<file path="src/rtl/cnn_window_gen_pkg.sv">
// Shared types, sizes and helpers for the CNN sliding-window generator.
package cnn_window_gen_pkg;

  localparam int DW          = 32;   // pixel / window lane width
  localparam int KMAX        = 3;    // largest kernel side
  localparam int MAX_IMG_W   = 64;   // line-buffer depth
  localparam int DIM_W       = 8;    // image dimension field width
  localparam int WINDOW_SIZE = KMAX * KMAX;
  localparam int KERNEL_SIZE = KMAX;
  localparam int LB_AW       = $clog2(MAX_IMG_W);
  localparam int SIDE_W      = $clog2(KMAX + 1);

  typedef logic [DW-1:0]          pix_t;
  typedef logic [DIM_W-1:0]       dim_t;
  typedef logic [KERNEL_SIZE-1:0] ksel_t;
  typedef logic [SIDE_W-1:0]      side_t;

  // Lane i sits at bits [i*DW +: DW].
  typedef logic [WINDOW_SIZE-1:0][DW-1:0] win_t;

  // Column shift registers: entry [r][c] holds pixel(row-KMAX+1+r, col-KMAX+1+c).
  typedef logic [KMAX-1:0][KMAX-1:0][DW-1:0] sr_t;

  typedef enum logic [1:0] {
    IDLE,
    RUN,
    DRAIN
  } state_t;

  // One-hot kernel side select; the highest set bit wins and all-zero means side 1.
  function automatic side_t decode_side(ksel_t k);
    side_t s;
    s = side_t'(1);
    for (int i = 0; i < KMAX; i++) begin
      if (k[i]) s = side_t'(i + 1);
    end
    return s;
  endfunction

  // Pick the bottom-right kh x kw corner of the shift registers, packed row-major;
  // lanes beyond kh*kw stay zero.
  function automatic win_t build_window(sr_t sr, side_t kh, side_t kw);
    win_t w;
    w = '0;
    for (int h = 1; h <= KMAX; h++) begin
      for (int v = 1; v <= KMAX; v++) begin
        if (side_t'(h) == kh && side_t'(v) == kw) begin
          for (int r = 0; r < h; r++) begin
            for (int c = 0; c < v; c++) begin
              w[r*v + c] = sr[KMAX-h+r][KMAX-v+c];
            end
          end
        end
      end
    end
    return w;
  endfunction

endpackage

</file>
<file path="src/rtl/cnn_window_gen_if.sv">
// Pixel-stream input and window output of the window generator, bundled together.
interface cnn_window_gen_if;
  import cnn_window_gen_pkg::*;

  logic pix_valid;
  pix_t pix_data;
  logic pix_ready;
  logic window_stall;
  logic window_valid;
  win_t window;

  // Window generator side: consumes pixels, produces windows.
  modport master (
    input  pix_valid, pix_data, window_stall,
    output pix_ready, window_valid, window
  );

  // Environment side: feature-map reader plus convolution engine.
  modport slave (
    output pix_valid, pix_data, window_stall,
    input  pix_ready, window_valid, window
  );
endinterface

</file>
<file path="src/rtl/cnn_line_buffer.sv">
// One image row of storage: combinational read and registered write at the same
// address, so a read returns the value from the previous row (read-before-write).
module cnn_line_buffer #(
  parameter int DW    = 32,
  parameter int DEPTH = 64,
  parameter int AW    = 6
) (
  input  logic          clk,
  input  logic          we_i,
  input  logic [AW-1:0] addr_i,
  input  logic [DW-1:0] wdata_i,
  output logic [DW-1:0] rdata_o
);

  logic [DW-1:0] mem_q [DEPTH];

  assign rdata_o = mem_q[addr_i];

  // Write the incoming row element over the one just read out.
  // NOTE: storage is deliberately not reset; every entry is written before it is read.
  always_ff @(posedge clk) begin
    if (we_i) mem_q[addr_i] <= wdata_i;
  end

endmodule

</file>
<file path="src/rtl/cnn_window_gen.sv">
// Sliding-window producer: buffers KMAX-1 rows of a raster pixel stream and emits
// one kernel-sized window per pixel whose window lies fully inside the image.
module cnn_window_gen
  import cnn_window_gen_pkg::*;
(
  input  logic             clk,
  input  logic             rst,
  input  logic             conf_refresh,
  input  ksel_t            kernel_height,
  input  ksel_t            kernel_width,
  input  dim_t             img_width,
  input  dim_t             img_height,
  cnn_window_gen_if.master bus,
  output logic             busy,
  output logic             frame_done
);

  state_t state_q, state_d;
  side_t  kh_q, kh_d, kw_q, kw_d;
  dim_t   img_w_q, img_w_d, img_h_q, img_h_d;
  dim_t   row_q, row_d, col_q, col_d;
  sr_t    sr_q, sr_d, sr_shift;
  win_t   win_q, win_d;
  logic   win_valid_q, win_valid_d;
  logic   frame_done_q, frame_done_d;

  logic accept, emit, last_col, last_pix;
  logic [KMAX-1:0][DW-1:0] col_new;
  logic [KMAX-2:0][DW-1:0] lb_rd;

  // An abort request wins over a pixel offered in the same cycle.
  assign accept   = (state_q == RUN) && !conf_refresh && !bus.window_stall && bus.pix_valid;
  assign last_col = (col_q == img_w_q - DIM_W'(1));
  assign last_pix = last_col && (row_q == img_h_q - DIM_W'(1));
  assign emit     = (row_q >= DIM_W'(kh_q) - DIM_W'(1)) && (col_q >= DIM_W'(kw_q) - DIM_W'(1));

  assign bus.pix_ready    = (state_q == RUN) && !bus.window_stall;
  assign bus.window_valid = win_valid_q;
  assign bus.window       = win_q;
  assign busy             = (state_q != IDLE);
  assign frame_done       = frame_done_q;

  // Line buffer 0 holds the previous row; each deeper buffer takes what the one
  // above it just read out, so buffer b holds row-(b+1).
  for (genvar b = 0; b < KMAX-1; b++) begin : g_lb
    logic [DW-1:0] wdata;
    if (b == 0) begin : g_head
      assign wdata = bus.pix_data;
    end else begin : g_chain
      assign wdata = lb_rd[b-1];
    end
    cnn_line_buffer #(.DW(DW), .DEPTH(MAX_IMG_W), .AW(LB_AW)) u_lb (
      .clk     (clk),
      .we_i    (accept),
      .addr_i  (col_q[LB_AW-1:0]),
      .wdata_i (wdata),
      .rdata_o (lb_rd[b])
    );
  end

  // Build the column entering the window and the shift registers after shifting it in.
  always_comb begin
    // NOTE: every combinational output gets a default before any branch, so no latch is inferred.
    col_new  = '0;
    sr_shift = '0;
    col_new[KMAX-1] = bus.pix_data;
    for (int b = 0; b < KMAX-1; b++) col_new[KMAX-2-b] = lb_rd[b];
    for (int r = 0; r < KMAX; r++) begin
      for (int c = 0; c < KMAX-1; c++) sr_shift[r][c] = sr_q[r][c+1];
      sr_shift[r][KMAX-1] = col_new[r];
    end
  end

  // Next-state logic: frame control, raster counters and the registered window.
  always_comb begin
    state_d      = state_q;
    kh_d         = kh_q;
    kw_d         = kw_q;
    img_w_d      = img_w_q;
    img_h_d      = img_h_q;
    row_d        = row_q;
    col_d        = col_q;
    sr_d         = sr_q;
    win_valid_d  = win_valid_q;
    win_d        = win_q;
    frame_done_d = 1'b0;

    if (conf_refresh) begin
      // Start (or restart) a frame from any state; an aborted frame never reports done.
      state_d     = RUN;
      kh_d        = decode_side(kernel_height);
      kw_d        = decode_side(kernel_width);
      img_w_d     = img_width;
      img_h_d     = img_height;
      row_d       = '0;
      col_d       = '0;
      sr_d        = '0;
      win_valid_d = 1'b0;
      win_d       = '0;
    end else begin
      unique case (state_q)
        IDLE: begin
        end
        RUN: begin
          // While stalled everything holds; otherwise the current window is consumed.
          if (!bus.window_stall) begin
            win_valid_d = 1'b0;
            win_d       = '0;
            if (accept) begin
              sr_d = sr_shift;
              if (emit) begin
                win_valid_d = 1'b1;
                win_d       = build_window(sr_shift, kh_q, kw_q);
              end
              if (last_col) begin
                col_d = '0;
                row_d = row_q + DIM_W'(1);
              end else begin
                col_d = col_q + DIM_W'(1);
              end
              if (last_pix) state_d = DRAIN;
            end
          end
        end
        DRAIN: begin
          // Finish once the final window (if any) has been taken.
          if (!win_valid_q || !bus.window_stall) begin
            state_d      = IDLE;
            frame_done_d = 1'b1;
            win_valid_d  = 1'b0;
            win_d        = '0;
          end
        end
        default: state_d = IDLE;
      endcase
    end
  end

  // State and data registers with synchronous reset.
  always_ff @(posedge clk) begin
    // NOTE: sequential state uses non-blocking assignments so all registers update together.
    if (rst) begin
      state_q      <= IDLE;
      kh_q         <= side_t'(1);
      kw_q         <= side_t'(1);
      img_w_q      <= '0;
      img_h_q      <= '0;
      row_q        <= '0;
      col_q        <= '0;
      sr_q         <= '0;
      win_valid_q  <= 1'b0;
      win_q        <= '0;
      frame_done_q <= 1'b0;
    end else begin
      state_q      <= state_d;
      kh_q         <= kh_d;
      kw_q         <= kw_d;
      img_w_q      <= img_w_d;
      img_h_q      <= img_h_d;
      row_q        <= row_d;
      col_q        <= col_d;
      sr_q         <= sr_d;
      win_valid_q  <= win_valid_d;
      win_q        <= win_d;
      frame_done_q <= frame_done_d;
    end
  end

endmodule
</file>
<file path="src/flat_wrapper.sv">
// flat-port wrapper written by rule: the top's interface ports become plain ports
module cnn_window_gen_flat import cnn_window_gen_pkg::*;
  (clk, rst, conf_refresh, kernel_height, kernel_width, img_width, img_height, busy, frame_done, bus_pix_valid, bus_pix_data, bus_window_stall, bus_pix_ready, bus_window_valid, bus_window);
  cnn_window_gen_if bus_i ();
  input  logic clk;
  input  logic rst;
  input  logic conf_refresh;
  input  ksel_t kernel_height;
  input  ksel_t kernel_width;
  input  dim_t img_width;
  input  dim_t img_height;
  output logic busy;
  output logic frame_done;
  input wire logic [$bits(bus_i.pix_valid)-1:0] bus_pix_valid;
  input wire logic [$bits(bus_i.pix_data)-1:0] bus_pix_data;
  input wire logic [$bits(bus_i.window_stall)-1:0] bus_window_stall;
  output wire logic [$bits(bus_i.pix_ready)-1:0] bus_pix_ready;
  output wire logic [$bits(bus_i.window_valid)-1:0] bus_window_valid;
  output wire logic [$bits(bus_i.window)-1:0] bus_window;
  assign bus_i.pix_valid = bus_pix_valid;
  assign bus_i.pix_data = bus_pix_data;
  assign bus_i.window_stall = bus_window_stall;
  assign bus_pix_ready = bus_i.pix_ready;
  assign bus_window_valid = bus_i.window_valid;
  assign bus_window = bus_i.window;
  cnn_window_gen u_core (.clk(clk), .rst(rst), .conf_refresh(conf_refresh), .kernel_height(kernel_height), .kernel_width(kernel_width), .img_width(img_width), .img_height(img_height), .bus(bus_i), .busy(busy), .frame_done(frame_done));
endmodule
</file>
<file path="config.mk">
export PLATFORM = sky130hd
export DESIGN_NAME = cnn_window_gen_flat
export DESIGN_NICKNAME = d
export VERILOG_FILES = /design/src/rtl/cnn_window_gen_pkg.sv /design/src/rtl/cnn_window_gen_if.sv /design/src/rtl/cnn_line_buffer.sv /design/src/rtl/cnn_window_gen.sv /design/src/flat_wrapper.sv
export SDC_FILE = /design/constraint.sdc
export NUM_CORES = 2
export LEC_CHECK = 0
export CAP_MARGIN = 20
export CORE_MARGIN = 1
export CORE_UTILIZATION = 36
export DETAILED_ROUTE_END_ITERATION = 8
export HOLD_SLACK_MARGIN = 0.02
export SKIP_CTS_REPAIR_TIMING = 1
export SLEW_MARGIN = 15
export SYNTH_ARGS = -nofsm -noshare
export SYNTH_HDL_FRONTEND = slang
export SYNTH_SLANG_ARGS = --single-unit
</file>
<file path="constraint.sdc">
create_clock -name clk -period 8.9 [get_ports clk]
set_clock_uncertainty 0.1 [all_clocks]
set_input_delay 1.335 -clock clk [delete_from_list [all_inputs] [get_ports clk]]
set_output_delay 1.335 -clock clk [all_outputs]
set_load 0.1 [all_outputs]
</file>
# ---- Word level (Yosys, flattened, before mapping)
# Memory sizes are Yosys's and may differ from the RTL's. A register that Yosys moved wholly into a read port is not among the register bits.
# Index checks and enable logic that the tools add are counted.
dict set report totals {
  register_bits 520
  latchBits 0
  ram_bits 4096
  mem_bits_ro 0
  input_bits 59
  out_inout_bits 292
  wordCells 123
  memories 2
}
# memory words width read_ports rd_ports_with_merged_regs wr line_no
set memory_table {}
lappend memory_table {{u_core.g_lb[0].u_lb.mem_q} 64 32 1 1 1 cnn_line_buffer.sv:15} ;# logic [DW-1:0] mem_q [DEPTH];
lappend memory_table {{u_core.g_lb[1].u_lb.mem_q} 64 32 1 1 1 cnn_line_buffer.sv:15}
dict set report op_classes {
  n_addsub 6
  multipliers 0
  div_mod_pow 0
  order_cmp 2
  n_eq_ne 19
  shift 0
  mux 37
  bitwise_logic 3
  n_reduce_logical 29
}
# operator n
set ops {}
lappend ops {{$mux 288} 5}
lappend ops {{$pmux 288 s2} 1}
lappend ops {{$mux 192} 2}
lappend ops {{$mux 96} 2}
lappend ops {{$mux 128} 1}
lappend ops {{$mux 64} 2}
lappend ops {{$mux 32} 1}
lappend ops {{$mux 6} 4}
lappend ops {{$add 8x1->8 const B} 2}
lappend ops {{$eq 8x8->1} 2}
lappend ops {{$ge 8x8->1} 2}
lappend ops {{$mux 2} 8}
lappend ops {{$sub 8x1->8 const B} 2}
lappend ops {{$logic_and 1x1->1} 15}
lappend ops {{$reduce_and 5->1} 2}
lappend ops {{$ne 3x2->1 const B} 3}
lappend ops {{$eq 2x2->1 const A} 4}
lappend ops {{$mux 1} 8}
lappend ops {{$mux 8} 1}
lappend ops {{$ne 2x1->1 const B} 3}
lappend ops {{$pmux 2 s3} 1}
lappend ops {{$reduce_and 3->1} 2}
lappend ops {{$sub 2x1->3 const B} 2}
lappend ops {{$eq 1x2->1 const A} 2}
lappend ops {{13 further kinds} 19}

# ---- Longest topological paths before layout
dict set report logic_depth {
  depth_word 15
  depth_mapped 13
  ltp_nobuf 11
}

# ---- By module
# A second synthesis with hierarchy kept.
dict set report hier_totals {
  hier_cells 11308
  area_unflattened_um2 180016.4
}
# module instances cells_per_inst area_each_um2 seq_area_each_um2
set by_module_without_submodules {}
lappend by_module_without_submodules {{cnn_line_buffer (u_core.g_lb[1].u_lb)} 1 4207 78287.6 61499.0}
lappend by_module_without_submodules {{cnn_line_buffer (u_core.g_lb[0].u_lb)} 1 4098 77805.9 61499.0}
lappend by_module_without_submodules {cnn_window_gen 1 3003 23922.9 10410.0}

# ---- Least setup slack after synthesis
# OpenSTA, ideal clock, no wires.
dict set report synth_timing {
  path_kind {input-to-reg}
  startpoint {input port bus_window_stall}
  endpoint {memory u_core.g_lb[0].u_lb.mem_q[45][0] (enable)}
  setup_time_ns 0.487
  arrival_ns 5.652
  required_time_ns 8.313
  setup_slack_ns 2.661
  path_stages 7
  n_path_buf 2
  path_cell_list {or3_4 > clkinv_4 > and3_1 > clkbuf_1 > clkbuf_1 > nand4b_1 > nor2_1}
}
dict set report synth_via {
  elab_chain_cells 5
}
# item line_no
set synth_lines {}
lappend synth_lines {{start, declared} flat_wrapper.sv:16} ;# input wire logic [$bits(bus_i.window_stall)-1:0] bus_window_stall;
lappend synth_lines {{$logic_not 1->1} cnn_window_gen.sv:32} ;# assign accept = (state_q == RUN) && !conf_refresh && !bus.window_stall && bus.pix_valid;
lappend synth_lines {{$logic_and 1x1->1 (2 in series)} cnn_window_gen.sv:32}
lappend synth_lines {{$mux 1} cnn_line_buffer.sv:22} ;# if (we_i) mem_q[addr_i] <= wdata_i;
lappend synth_lines {{$mux 1 (not written as such)} cnn_line_buffer.sv:22}
lappend synth_lines {{end, declared} cnn_line_buffer.sv:15}
# Every way passes these cells.

==> reports/results.txt <==
Synth Instances: 10617
Layout cells sized above 1: 16.3%
Tcrit/Tclk final: 68.8%
Startpoint class of the critical path: flip-flop
Start point of the worst min-delay path: u_core.sr_q[62]
DR iter-0 viols: 14873
Fin. Hold Viols: 0
Final setup TNS: 0 ps
IO Port Bufs: 348
Req. time, crit path: 9430 ps
Clock sink count: 4622
ANT nets after route: 0
Synth Area in Adders: 0.193%
PnR worst setup slack: 2780 ps
Most frequent cells in the layout: edfxtp_1, mux2i_1, nand2_1
PD cells: 208 nW/µm²
Synth unique cells: 75
I/O Pins: 351
Vias in the first global route: 99801
Non-Filler Instances: 18126
Routed vias/inst: 5.83
VDD IR max: 0.000173 V
Met3 wire len: 52200 µm
Worst-path clk slew: 60 ps
Clock root cell: clkbuf_16
Syn_nets: 10704
Met1 Wirelength: 228000 µm
Total power: 0.0436 W
Worst Tran Pin Value: 1420 ps
#FFs+latches synth: 4622
Initial core utilization: 36.1%
Xor-xnor portion of the synthesized cell area: 0.169%
Die Y: 711 µm
Wire length on met2: 259000 µm
FILL cells: 44329
# placed instances: 17285
GPL Wtd Cong: 0.950
CTS tree: done
Total CTS buffers: 447
Core Rows: 260
Status: completed
Simple-Gate Fraction of Synth Area: 4.26%
Tmin final: 6120 ps
Commonest non-fill, non-tap cell in the layout: edfxtp_1
Critical Path Sink Type: flip-flop
Share of the synthesized area in the top cell type: 67.9%
Clk Latency, worst-skew pair: 980 ps
Via count: 105697
Max-Cap Viols: 0
EDFF count, synth: 4096
FF-to-FF End: u_core.g_lb[1].u_lb.mem_q[31][16]
Leak pwr: 63.1 nW
FFs w/ async S/R, synth: 0%
Max Used Layer: met5
Crit path kind: reg2reg
Die Area: 506000 µm²
Synth warn: 0
Drt pass-1 iters: 9
Final-report setup violation count: 0
Residual DRC: 0
Hold Path Depth: 2
Seq/Total Area, Yosys: 73.7%
Arr. time, crit path: 6650 ps
Area Growth Syn to Fin: 15.4%
CTS Buffer Depth: 4
R2R Setup Slk: 2780 ps
Post-DP HPWL: 334000 µm
Remaining global-route overflow: 0
Hold Crit Endpoint: u_core.sr_q[62]
Total global-route track usage: 21.6%
Area leader, netlist: edfxtp_1
Avg Cell Area, Syn: 17.1 µm²
Mapped Area: 181000 µm²
Hold/Removal Path Class: reg2reg
RSZ-0062 raised after global routing: false
Area of the core: 501000 µm²
R2r worst-path depth: 9
H-tree levels: 5
Pre-CTS WS: 2700 ps
Largest net degree at the start of global routing: 169
Hold WS: 355 ps
Die width: 711 µm
Critical Path Fanout Max: 33
Compound-Gate Fraction of Synth Area: 7.41%
Synth Flop Type: edfxtp_1
Combinational family with the most area after synthesis: multiplexers
Mux cell area share after synthesis: 12.3%
Initial antenna violation count: 26
Final-report max-slew violation count: 0
Routed length per instance: 31.4 µm
Max-Slew Margin vs Limit: 5.52%
Synth area leaders: edfxtp_1, mux4_2, dfxtp_1
Max Freq: 0.163 GHz
WL final: 569000 µm
Nets: 11155
Global-route wire length before repair: 786000 µm
[worst max-delay path by stage]
| stage | startpoint | to | slack, ps |
|---|---|---|---|
| 4_1_cts | flip-flop | u_core.bus.window[55] | 2880 |
| 3_3_place_gp | bus_window_stall | u_core.g_lb[1].u_lb.mem_q[3][9] | 2690 |
| 5_1_grt | flip-flop | u_core.g_lb[1].u_lb.mem_q[30][16] | 2740 |
| 3_5_place_dp | bus_window_stall | u_core.g_lb[1].u_lb.mem_q[3][9] | 2700 |
| 2_1_floorplan | bus_window_stall | u_core.g_lb[0].u_lb.mem_q[45][0] | 2660 |
| 6_report | flip-flop | u_core.g_lb[1].u_lb.mem_q[31][16] | 2780 |
[kinds of logic after synthesis]
family / after synthesis
flops: 4622
compound gates: 1880
simple gates: 1748
mux: 1519
buf+inv: 785
xor+xnor: 35
fa+ha+maj: 28
[worst max-delay path, cell delays in order (launching register included)]
cell	delay, ps
dfxtp_4	880
buf_4	570
buf_4	530
mux2i_1	250
a22oi_1	110
nand3_1	290
nand4_1	150
nor3_2	890
clkinv_1	1230
buf_4	600
[final cells by class]
class	count	area [µm²]	area share, %
repair buffers	735	7410	3.55
flip-flops and latches	4622	134000	63.9
diodes	13	32.5	0.0156
well taps	6681	8360	4.00
clock buffers	557	11900	5.72
inverters	52	206	0.0988
clock inverters	256	2410	1.15
multi-input cells	5210	45100	21.6
[stage by stage]
stage                     area, µm²  utilization, %
final                        209000            41.7
after floorplan              181000               -
after CTS                    209000            41.6
after global routing         209000            41.7
after global placement       194000            38.7
after detailed placement     194000            38.8
[sequential cells by signal (all words and copies together) (netlist names), named ones only]
register                 count
u_core.kw_q                  2
u_core.row_q                 8
u_core.bus.window_valid      1
u_core.kh_q                  2
u_core.img_h_q               8
u_core.state_q               2
u_core.img_w_q               8
u_core.sr_q                192
u_core.col_q                 8
u_core.bus.window          288
u_core.frame_done            1
u_core.g_lb.u_lb.mem_q    4096
[synth_stat cells (10+ instances only)]
cell type and count:
edfxtp_1 4096, mux2i_1 943, nand2_1 740, a22oi_1 664, mux4_2 572, dfxtp_1 526, nor2_1 473, a21oi_1 439
clkbuf_1 437, nand3_1 284, buf_2 163, o21ai_0 152, a221oi_1 118, nand4_1 101, a211o_1 98, a211oi_1 88
buf_1 66, o221ai_1 63, buf_4 50, inv_1 49, o211ai_1 49, a221o_1 44, and3_1 32, ha_1 28
a22o_1 27, a221oi_2 26, nor3_2 25, a311oi_1 24, o311a_1 24, o22ai_1 19, xor2_1 19, buf_6 16
xnor2_1 16, and2_1 15, nor2b_1 13, nor3_1 12, nand3b_1 10
[layer usage]
metal	track usage, %	vias to the layer above
li1	-	43638
met1	29.7	55593
met2	33.4	5461
met3	4.33	1001
met4	9.87	4
met5	0.0471	-
[power breakdown]
| group | switching (W) | leakage, nW | internal [W] |
|---|---|---|---|
| Sequential | 0.0000250 | 41.0 | 0.0235 |
| Clock | 0.00820 | 7.02 | 0.0107 |
| Combinational | 0.000842 | 15.1 | 0.000264 |
Note: power is estimated with default switching activity, not from simulation.
